### config.mk
export PLATFORM = sky130hd
export DESIGN_NAME = nas_pkt_loader_flat
export DESIGN_NICKNAME = d
export VERILOG_FILES = /design/src/rtl/nas_pkt_loader_if.sv /design/src/rtl/nas_pkt_loader.sv /design/src/flat_wrapper.sv
export SDC_FILE = /design/constraint.sdc
export NUM_CORES = 1
export LEC_CHECK = 0
export CORE_UTILIZATION = 47
export CTS_BUF_LIST = sky130_fd_sc_hd__clkbuf_4 sky130_fd_sc_hd__clkbuf_8 sky130_fd_sc_hd__clkbuf_16
export DETAILED_ROUTE_END_ITERATION = 16
export GPL_ROUTABILITY_DRIVEN = 0
export PLACE_DENSITY_LB_ADDON = 0.05
export SYNTH_ARGS = -nofsm -noshare
export SYNTH_HDL_FRONTEND = slang
export SYNTH_SLANG_ARGS = --single-unit
### constraint.sdc
create_clock -name clk -period 2.6 [get_ports clk]
set_input_delay 0.39 -clock clk [delete_from_list [all_inputs] [get_ports clk]]
set_output_delay 0.39 -clock clk [all_outputs]
set_load 0.01 [all_outputs]
### src/rtl/nas_pkt_loader_if.sv
// Bus bundle between the NAS packet loader and its surroundings: byte stream in,
// packet SRAM write port, detector start handshake, result SRAM read port and result record.
interface nas_pkt_loader_if;
  logic        s_valid;
  logic        s_ready;
  logic [7:0]  s_data;
  logic        s_last;
  logic        pkt_sram_we;
  logic [15:0] pkt_sram_addr;
  logic [7:0]  pkt_sram_wdata;
  logic        ids_valid;
  logic        ids_ready;
  logic [15:0] res_sram_addr;
  logic [31:0] res_sram_rdata;
  logic        result_valid;
  logic        result_ready;
  logic [5:0]  result_code;
  logic [15:0] result_len;
  logic        err_overflow;
  logic        err_timeout;

  // Loader side.
  modport slave (
    input  s_valid, s_data, s_last, ids_ready, res_sram_rdata, result_ready,
    output s_ready, pkt_sram_we, pkt_sram_addr, pkt_sram_wdata, ids_valid,
    res_sram_addr, result_valid, result_code, result_len, err_overflow, err_timeout
  );

  // Environment side (packet source, SRAMs, detector, result consumer).
  modport master (
    output s_valid, s_data, s_last, ids_ready, res_sram_rdata, result_ready,
    input  s_ready, pkt_sram_we, pkt_sram_addr, pkt_sram_wdata, ids_valid,
    res_sram_addr, result_valid, result_code, result_len, err_overflow, err_timeout
  );
endinterface

### src/rtl/nas_pkt_loader.sv
// Loads one NAS message into packet SRAM (length at addr 0, payload at 1..N), starts the
// intrusion detector, then reads its result word at N+1 and reports the 6-bit attack code.
module nas_pkt_loader #(
  parameter int MAX_LEN        = 255,
  parameter int TIMEOUT_CYCLES = 1024
) (
  input logic             clk,
  input logic             reset_n,
  nas_pkt_loader_if.slave bus
);

  localparam int               TMO_W     = $clog2(TIMEOUT_CYCLES);
  localparam logic [15:0]      MAX_LEN_W = 16'(MAX_LEN);
  localparam logic [15:0]      OVF_LEN   = 16'(MAX_LEN + 1);
  localparam logic [TMO_W-1:0] TMO_LAST  = TMO_W'(TIMEOUT_CYCLES - 1);
  localparam logic [TMO_W-1:0] TMO_ONE   = TMO_W'(1);

  typedef enum logic [3:0] {
    S_IDLE, S_LOAD, S_DROP, S_HDR, S_KICK,
    S_WAIT_BUSY, S_WAIT_DONE, S_READ, S_CAPTURE, S_REPORT
  } state_e;

  state_e           state_q, state_d;
  logic [15:0]      cnt_q, cnt_d;
  logic [15:0]      len_q, len_d;
  logic [TMO_W-1:0] tmo_q, tmo_d;
  logic [5:0]       code_q, code_d;
  logic             ovf_q, ovf_d;
  logic             terr_q, terr_d;
  logic [15:0]      raddr_q, raddr_d;

  logic             s_ready_c;
  logic             we_c;
  logic [15:0]      waddr_c;
  logic [7:0]       wdata_c;
  logic             ids_valid_c;
  logic             tmo_hit;
  logic             unused_rdata;

  assign tmo_hit      = (tmo_q == TMO_LAST);
  assign unused_rdata = ^bus.res_sram_rdata[31:6];

  always_ff @(posedge clk) begin
    if (!reset_n) begin
      state_q <= S_IDLE;
      cnt_q   <= '0;
      len_q   <= '0;
      tmo_q   <= '0;
      code_q  <= '0;
      ovf_q   <= 1'b0;
      terr_q  <= 1'b0;
      raddr_q <= '0;
    end else begin
      state_q <= state_d;
      cnt_q   <= cnt_d;
      len_q   <= len_d;
      tmo_q   <= tmo_d;
      code_q  <= code_d;
      ovf_q   <= ovf_d;
      terr_q  <= terr_d;
      raddr_q <= raddr_d;
    end
  end

  always_comb begin
    state_d     = state_q;
    cnt_d       = cnt_q;
    len_d       = len_q;
    tmo_d       = tmo_q;
    code_d      = code_q;
    ovf_d       = ovf_q;
    terr_d      = terr_q;
    raddr_d     = raddr_q;
    s_ready_c   = 1'b0;
    we_c        = 1'b0;
    waddr_c     = '0;
    wdata_c     = '0;
    ids_valid_c = 1'b0;

    unique case (state_q)
      S_IDLE: begin
        cnt_d = '0;
        if (bus.s_valid) state_d = S_LOAD;
      end
      S_LOAD: begin
        s_ready_c = 1'b1;
        if (bus.s_valid) begin
          // The byte after MAX_LEN is never written; the packet is only drained.
          if (cnt_q == MAX_LEN_W) begin
            if (bus.s_last) begin
              state_d = S_REPORT;
              ovf_d   = 1'b1;
              code_d  = '0;
              len_d   = OVF_LEN;
            end else begin
              state_d = S_DROP;
            end
          end else begin
            we_c    = 1'b1;
            waddr_c = cnt_q + 16'd1;
            wdata_c = bus.s_data;
            cnt_d   = cnt_q + 16'd1;
            if (bus.s_last) begin
              len_d   = cnt_q + 16'd1;
              state_d = S_HDR;
            end
          end
        end
      end
      S_DROP: begin
        s_ready_c = 1'b1;
        if (bus.s_valid && bus.s_last) begin
          state_d = S_REPORT;
          ovf_d   = 1'b1;
          code_d  = '0;
          len_d   = OVF_LEN;
        end
      end
      S_HDR: begin
        we_c    = 1'b1;
        wdata_c = len_q[7:0];
        state_d = S_KICK;
      end
      S_KICK: begin
        if (bus.ids_ready) begin
          ids_valid_c = 1'b1;
          tmo_d       = TMO_ONE;
          state_d     = S_WAIT_BUSY;
        end
      end
      S_WAIT_BUSY: begin
        if (tmo_hit) begin
          state_d = S_REPORT;
          terr_d  = 1'b1;
          code_d  = '0;
        end else begin
          tmo_d = tmo_q + TMO_ONE;
          if (!bus.ids_ready) state_d = S_WAIT_DONE;
        end
      end
      S_WAIT_DONE: begin
        // A completion seen in the last allowed cycle still wins over the timeout.
        if (bus.ids_ready) begin
          state_d = S_READ;
          raddr_d = len_q + 16'd1;
        end else if (tmo_hit) begin
          state_d = S_REPORT;
          terr_d  = 1'b1;
          code_d  = '0;
        end else begin
          tmo_d = tmo_q + TMO_ONE;
        end
      end
      S_READ: begin
        state_d = S_CAPTURE;
      end
      S_CAPTURE: begin
        code_d  = bus.res_sram_rdata[5:0];
        state_d = S_REPORT;
      end
      S_REPORT: begin
        if (bus.result_ready) begin
          state_d = S_IDLE;
          ovf_d   = 1'b0;
          terr_d  = 1'b0;
        end
      end
      default: begin
        state_d = S_IDLE;
      end
    endcase
  end

  // Combinational strobes are masked by reset so the detector start drops immediately.
  assign bus.s_ready        = s_ready_c & reset_n;
  assign bus.pkt_sram_we    = we_c & reset_n;
  assign bus.pkt_sram_addr  = waddr_c;
  assign bus.pkt_sram_wdata = wdata_c;
  assign bus.ids_valid      = ids_valid_c & reset_n;
  assign bus.res_sram_addr  = raddr_q;
  assign bus.result_valid   = (state_q == S_REPORT) & reset_n;
  assign bus.result_code    = code_q;
  assign bus.result_len     = len_q;
  assign bus.err_overflow   = ovf_q;
  assign bus.err_timeout    = terr_q;

endmodule
### src/flat_wrapper.sv
// flat-port wrapper written by rule: the top's interface ports become plain ports
module nas_pkt_loader_flat 
#(
  parameter int MAX_LEN        = 255,
  parameter int TIMEOUT_CYCLES = 1024
)
  (clk, reset_n, bus_s_valid, bus_s_data, bus_s_last, bus_ids_ready, bus_res_sram_rdata, bus_result_ready, bus_s_ready, bus_pkt_sram_we, bus_pkt_sram_addr, bus_pkt_sram_wdata, bus_ids_valid, bus_res_sram_addr, bus_result_valid, bus_result_code, bus_result_len, bus_err_overflow, bus_err_timeout);
  nas_pkt_loader_if bus_i ();
  input logic clk;
  input logic reset_n;
  input wire logic [$bits(bus_i.s_valid)-1:0] bus_s_valid;
  input wire logic [$bits(bus_i.s_data)-1:0] bus_s_data;
  input wire logic [$bits(bus_i.s_last)-1:0] bus_s_last;
  input wire logic [$bits(bus_i.ids_ready)-1:0] bus_ids_ready;
  input wire logic [$bits(bus_i.res_sram_rdata)-1:0] bus_res_sram_rdata;
  input wire logic [$bits(bus_i.result_ready)-1:0] bus_result_ready;
  output wire logic [$bits(bus_i.s_ready)-1:0] bus_s_ready;
  output wire logic [$bits(bus_i.pkt_sram_we)-1:0] bus_pkt_sram_we;
  output wire logic [$bits(bus_i.pkt_sram_addr)-1:0] bus_pkt_sram_addr;
  output wire logic [$bits(bus_i.pkt_sram_wdata)-1:0] bus_pkt_sram_wdata;
  output wire logic [$bits(bus_i.ids_valid)-1:0] bus_ids_valid;
  output wire logic [$bits(bus_i.res_sram_addr)-1:0] bus_res_sram_addr;
  output wire logic [$bits(bus_i.result_valid)-1:0] bus_result_valid;
  output wire logic [$bits(bus_i.result_code)-1:0] bus_result_code;
  output wire logic [$bits(bus_i.result_len)-1:0] bus_result_len;
  output wire logic [$bits(bus_i.err_overflow)-1:0] bus_err_overflow;
  output wire logic [$bits(bus_i.err_timeout)-1:0] bus_err_timeout;
  assign bus_i.s_valid = bus_s_valid;
  assign bus_i.s_data = bus_s_data;
  assign bus_i.s_last = bus_s_last;
  assign bus_i.ids_ready = bus_ids_ready;
  assign bus_i.res_sram_rdata = bus_res_sram_rdata;
  assign bus_i.result_ready = bus_result_ready;
  assign bus_s_ready = bus_i.s_ready;
  assign bus_pkt_sram_we = bus_i.pkt_sram_we;
  assign bus_pkt_sram_addr = bus_i.pkt_sram_addr;
  assign bus_pkt_sram_wdata = bus_i.pkt_sram_wdata;
  assign bus_ids_valid = bus_i.ids_valid;
  assign bus_res_sram_addr = bus_i.res_sram_addr;
  assign bus_result_valid = bus_i.result_valid;
  assign bus_result_code = bus_i.result_code;
  assign bus_result_len = bus_i.result_len;
  assign bus_err_overflow = bus_i.err_overflow;
  assign bus_err_timeout = bus_i.err_timeout;
  nas_pkt_loader #(.MAX_LEN(MAX_LEN), .TIMEOUT_CYCLES(TIMEOUT_CYCLES)) u_core (.clk(clk), .reset_n(reset_n), .bus(bus_i));
endmodule
==> results of run 1 <==
[worst paths after layout]
kind,start,end,slack (ns),cells past startpoint
max,u_core.cnt_q[13],bus_pkt_sram_wdata[7],0.08,6
min,reset_n,u_core.tmo_q[0],0.46,2
max reg2reg,u_core.cnt_q[13],u_core.cnt_q[4],0.24,8
min reg2reg,u_core.bus.result_code[4],u_core.bus.result_code[4],0.50,1
[cell usage after synthesis, drive strengths merged, types with 9 or more instances]
| cell | number |
|---|---|
| clkbuf | 17 |
| o21ai | 34 |
| dfxtp | 70 |
| o211a | 19 |
| and2 | 22 |
| nor2b | 15 |
| xor2 | 17 |
| nor2 | 36 |
| nor3 | 9 |
| xnor2 | 16 |
| nand3 | 22 |
| a21oi | 13 |
| buf | 13 |
| nand2 | 55 |
[final cells by class]
class	instances	area (sq um)	area share [%]
Inverter	7	26.3	0.504
Tap cell	102	128	2.45
Sequential cell	70	1410	27.0
Clock inverter	6	92.6	1.78
Clock buffer	10	138	2.64
Timing Repair Buffer	127	1150	22.0
Multi-Input combinational cell	347	2270	43.6
[repair_timing]
item                                    4_1_cts  5_1_grt
setup buffers                                 7        7
pin swaps                                     5        2
cloned                                        2        0
gates resized for setup                      33       27
endpoints found under the setup margin       25       15
[per-stage QoR]
stage	utilization [%]	instances	setup WS, ns	hold WS, ns	cell area [sq um]
6_report	67.4	669	0.0800	0.459	5210
3_3_place_gp	62.1	637	-0.00893	0.477	4800
4_1_cts	66.4	662	-0.126	0.448	5130
3_5_place_dp	62.1	637	-0.0468	0.485	4800
2_1_floorplan	-	452	0.402	0.470	3750
5_1_grt	67.4	669	0.00678	0.481	5210
[power by group through the flow]
stage / clock network, mW / logic (mW) / registers [mW]
floorplan: 0 / 0.638 / 1.19
global placement: 0 / 0.995 / 1.18
detailed placement: 0 / 1.00 / 1.19
CTS: 1.03 / 1.06 / 1.16
global route: 1.08 / 1.20 / 1.17
finish: 1.01 / 1.11 / 1.16
[cells in the final DEF (no fill, tap or decap), drive strengths merged, types with 3 or more instances in the layout]
cell / n
nor2b: 15
buf: 41
o211a: 19
ha: 3
dfxtp: 70
dlymetal6s2s: 8
nor3: 9
a32o: 7
a32oi: 3
o31ai: 4
inv: 9
mux2i: 3
dlygate4sd2: 10
nand3: 22
a22oi: 5
xor2: 17
and4: 4
or3: 5
clkbuf: 15
and2: 22
nor4: 4
a211oi: 3
a21oi: 13
xnor2: 16
nand4: 8
and3: 8
nand2: 56
nand2b: 4
o21ai: 34
nor2: 36
clkdlybuf4s50: 61
a22o: 8
[critical path: cells and delay by family (launching register included)]
| family | cells | cell delay (ns) |
|---|---|---|
| simple gates | 3 | 0.80 |
| buf+inv | 2 | 0.41 |
| flops | 1 | 0.37 |
| compound gates | 1 | 0.21 |
[cell families (layout without fill, tap and decap cells)]
kind of cell	Yosys count	count (layout)
and+or+nand+nor	196	198
xor gates and xnor gates	33	33
DFF	70	70
buffers and inverters	37	150
adders and majority gates	3	3
AOI/OAI and AO/OA	110	110
muxes	3	3
[per-layer routing]
| layer | up-vias | wire (microns) |
|---|---|---|
| met2 | 134 | 4330 |
| li1 | 1840 | - |
| met3 | 11 | 669 |
| met4 | 0 | 118 |
| met1 | 1728 | 4880 |
| met5 | - | 0 |
[state kept, by name (all words and copies together) (netlist names)]
register and cells:
u_core.bus.result_code 6, u_core.bus.res_sram_addr 16, u_core.bus.err_overflow 1, u_core.bus.err_timeout 1, u_core.bus.result_len 16, u_core.cnt_q 16, u_core.tmo_q 10, u_core.state_q 4
==> metrics.cfg, run 1 <==
[status]
outcome=finished clean

[route]
post_drt_via_cell_ratio=5.55
avgRoutedWirePerCell_microns=14.9
drt_iter0_drc=210
wl_mm=10.0
drc=0
num_vias=3713
firstDrtPassIters=5
antenna_left=0

[min_path]
worstHoldPathType=in2reg

[global_routing]
grt-busiest-layer=met2
grt_pass1_vias=3415
antenna_found_initial=0
grt_pass1_wl_mm=16.8
met3_usage_pct=4.86
use_met1_pct=35.0
grt.overflow.total=0
grt_max_degree=33
grt_usage_pct=24.8
gr-usage-met2_pct=38.3

[yosys]
ys_top_cells_by_area=dfxtp_1 (37%), nand2_1 (5.5%), o211a_1 (5.1%)
synth_xor_xnor_area_share_pct=7.72
synth_edf_count=0
yosysWarningCount=0
yosysTopAreaCellShare_pct=37.4
ys_seq_area_share_pct=37.4
synth_top_family_by_area=simple AND/OR/NAND/NOR gates
synth_fp_nets=501
syn_area_sq_um=3750
synth.avg_cell_area_sq_um=8.29
synth_top_area_cell=dfxtp_1
ys.flop_type=dfxtp_1
synth_compound_area_share_pct=21.4
synth-adder-area-share_pct=1.00
synth_cells=452
netlist-cell-type-count=55
yosys.area_share.simple_pct=27.3
synth-async-reset-ratio_pct=0
synthMuxAreaShare_pct=0.802
synth-seq-cells=70

[layout]
fillers=631
fin_nets=611
area_delta_synth_final_pct=39.1
diodes=0
drive_gt1_share_pct=15.9

[power_and_ir_drop]
switchingPower_mw=1.09
p_int_mw=2.19
p_leak_nw=2.26
p_clk_share_pct=30.7
p_per_area_nw_per_um2=630
power_frac_comb_pct=33.9
pwr-share-seq_pct=35.5
finalPower_mw=3.28
p_sw_share_pct=33.2
max-vdd-ir-drop_uv=410

[die]
die_h_microns=91.3
core_sq_um=7730
pin_count=114
fp.dieArea_sq_um=8330
die_w_microns=91.3
start_util_pct=48.5
row_count=32

[clock_tree]
clock_path_buffers=2
cts_tree=built
cts_buffers=9
clock_latency_ns=0.34
cts-root-buf=clkbuf_8
clkTransAtPathRegs_ns=0.08
cts.sinks=70
holdBufCountCts=0
htreeDepth=3

[sta]
timing.final.max_slew_violations=0
fmax_mhz=397
worstMarginPinSlew_ns=0.774
finalSetupViolations=0
maxSlewHeadroom_pct=48.0
rsz0062_at_grt=false
setup-tns-final_ns=0
period_minus_slack_ns=2.52
fin_worst_skew_ns=0.00825
timing.final.crit_share_pct=96.9
finalHoldViolations=0

[setup_path]
crit_path_max_fanout=5
path_cells=nor4_4, nand4_1, and3_4, buf_4, a22o_1, dlygate4sd2_1
start_kind=flip-flop
worstSetupPathType=reg2out
end_kind=output port
cpPeakStageDelay_ns=0.37
critPathSlowestCell=dfxtp_1
arrival_ns=2.13
cp_data_required_time_ns=2.21

[job]
drv_cap=0

[placement]
dp_hpwl_mm=6.93
io_buffers=87

No activity file was read; power rests on OpenSTA's default activity.
==> run 2: changes to the inputs <==
Settings changed: PLACE_DENSITY from default to 0.8, PLACE_DENSITY_LB_ADDON 0.05 to default.
==> metrics.cfg, run 2 (same netlist as run 1, synthesis figures left out) <==
[status]
outcome=finished clean  ; unchanged

[sta]
fmax_mhz=393  ; was 397 MHz
worstMarginPinSlew_ns=0.802  ; was 0.774 ns
finalHoldViolations=0  ; unchanged
timing.final.max_slew_violations=0  ; unchanged
finalSetupViolations=0  ; unchanged
rsz0062_at_grt=false  ; unchanged
setup-tns-final_ns=0  ; unchanged
maxSlewHeadroom_pct=46.1  ; was 48.0%
period_minus_slack_ns=2.54  ; was 2.52 ns
fin_worst_skew_ns=0.0156  ; was 0.00825 ns
timing.final.crit_share_pct=97.8  ; was 96.9%

[die]
pin_count=114  ; unchanged
row_count=32  ; unchanged
start_util_pct=48.5  ; unchanged
fp.dieArea_sq_um=8330  ; unchanged
die_h_microns=91.3  ; unchanged
core_sq_um=7730  ; unchanged
die_w_microns=91.3  ; unchanged

[min_path]
worstHoldPathType=in2reg  ; unchanged

[global_routing]
antenna_found_initial=0  ; unchanged
grt_usage_pct=25.4  ; was 24.8%
grt.overflow.total=0  ; unchanged
grt_max_degree=36  ; was 33
grt_pass1_vias=3495  ; was 3415
grt_pass1_wl_mm=17.0  ; was 16.8 mm

[route]
drc=0  ; unchanged
num_vias=3773  ; was 3713
post_drt_via_cell_ratio=5.75  ; was 5.55
firstDrtPassIters=7  ; was 5
antenna_left=0  ; unchanged
drt_iter0_drc=234  ; was 210
wl_mm=10.4  ; was 10.0 mm
avgRoutedWirePerCell_microns=15.9  ; was 14.9 microns

[power_and_ir_drop]
pwr-share-seq_pct=35.8  ; was 35.5%
power_frac_comb_pct=31.7  ; was 33.9%
p_leak_nw=2.13  ; was 2.26 nW
p_int_mw=2.25  ; was 2.19 mW
p_clk_share_pct=32.6  ; was 30.7%
max-vdd-ir-drop_uv=507  ; was 410 uV
switchingPower_mw=1.04  ; was 1.09 mW
p_sw_share_pct=31.7  ; was 33.2%
p_per_area_nw_per_um2=646  ; was 630 nW/um^2

[setup_path]
critPathBufInv=2  ; unchanged
cp_data_required_time_ns=2.21  ; about the same
critPathSlowestCell=dfxtp_2  ; was dfxtp_1
start_kind=flip-flop  ; unchanged
crit_path_max_fanout=6  ; was 5
end_kind=output port  ; unchanged
cpPeakStageDelay_ns=0.34  ; was 0.37 ns
worstSetupPathType=reg2out  ; unchanged
path_cells=ha_1, and3_4, and4_4, nor3_4, nand2_2, buf_4, nor2_1, dlygate4sd2_1  ; was nor4_4, nand4_1, and3_4, buf_4, a22o_1, dlygate4sd2_1
critPathTopFamily=simple AND/OR/NAND/NOR gates  ; unchanged
arrival_ns=2.15  ; was 2.13 ns

[job]
drv_cap=0  ; unchanged

[clock_tree]
cts_tree=built  ; unchanged
clock_latency_ns=0.34  ; about the same
cts-root-buf=clkbuf_8  ; unchanged
htreeDepth=3  ; unchanged
cts_buffers=9  ; unchanged
clock_path_buffers=2  ; unchanged
cts.sinks=70  ; unchanged
clkTransAtPathRegs_ns=0.08  ; about the same

[layout]
fillers=629  ; was 631
final_common_cell=dfxtp_1  ; unchanged
drive_gt1_share_pct=12.8  ; was 15.9%
final_cell_mix=dfxtp_1 (65), clkdlybuf4s50_1 (61), nand2_1 (54)  ; was dfxtp_1 (67), clkdlybuf4s50_1 (61), nand2_1 (54)
fin_nets=599  ; was 611
area_delta_synth_final_pct=36.3  ; was 39.1%
diodes=0  ; unchanged
final_cell_area_sq_um=5110  ; was 5210 sq um

[placement]
dp_hpwl_mm=7.32  ; was 6.93 mm
place_area_sq_um=4800  ; about the same
io_buffers=87  ; unchanged

run 2: changes by cell type in the layout (fill, tap and decap cells not counted), moves of 3 or more:
cell	delta
dlymetal6s2s_1	-7
dfxtp_2	+3
buf_4	-12
clkbuf_2	-4
dlygate4sd2_1	+13
run 2: metal layers:
metal / share of wire, % / global-route usage, %
met1: 44 / 33.0
met2: 48 / 41.5
met3: 5.6 / 3.43
met4: 3.0 / 12.3
met5: 0 / 0
run 2: path summary, 6_finish.rpt:
check,from,to,slack (ns),depth (start not counted)
setup / recovery,u_core.cnt_q[1],bus_pkt_sram_addr[10],0.06,8
hold / removal,reset_n,u_core.state_q[0],0.40,3
setup reg to reg,u_core.cnt_q[1],u_core.bus.result_code[4],0.25,8
hold reg to reg,u_core.bus.result_code[0],u_core.bus.result_code[0],0.50,1
run 2: area by class of cell:
cell class	instances	area [sq um]	area share, %
clock inverter	5	106	2.08
sequential	70	1410	27.6
clock buffer	10	138	2.70
inverter	7	26.3	0.515
multi-input combinational	346	2240	43.8
tap	102	128	2.50
timing repair buffer	116	1060	20.9
run 2: power by group through the flow:
stage | combinational, mW | clock (mW) | sequential [mW]
after global routing | 1.13 | 1.13 | 1.19
after floorplan | 0.638 | 0 | 1.19
final | 1.04 | 1.07 | 1.18
after detailed placement | 0.986 | 0 | 1.20
after global placement | 0.972 | 0 | 1.20
after CTS | 1.02 | 1.08 | 1.18
run 2: worst reg2reg max path: cells and delay by family, from the launching register on:
kind,cells,cell delay (ns)
AOI/OAI and AO/OA,1,0.28
adders and majority gates,1,0.17
buffers and inverters,2,0.30
DFF,1,0.36
and+or+nand+nor,4,1.13
run 2: repair_timing:
action                     in CTS  in global routing
gates resized for setup        37                  7
hold buffers                    0                  0
pin swaps                       1                  3
hold endpoints to repair        0                  0
gates cloned                    1                  0
setup endpoints to repair      25                  8
buffers inserted                3                  2
run 2: through the flow:
| step | hold WS, ns | util (%) | setup slack (ns) | std cells | power [mW] |
|---|---|---|---|---|---|
| detailed placement | 0.487 | 62.1 | 0.0884 | 635 | 2.19 |
| finish | 0.404 | 66.1 | 0.0581 | 656 | 3.30 |
| global route | 0.412 | 66.1 | 0.00335 | 656 | 3.44 |
| CTS | 0.399 | 65.7 | 0.00424 | 654 | 3.28 |
| global placement | 0.479 | 62.1 | 0.166 | 635 | 2.17 |
| floorplan | 0.470 | - | 0.402 | 452 | 1.83 |
==> run 3: changes to the inputs <==
Settings changed: CORE_MARGIN from default to 1.
==> results of run 3 <==
No change in the layout: final DEF, timing and power equal those of run 2.
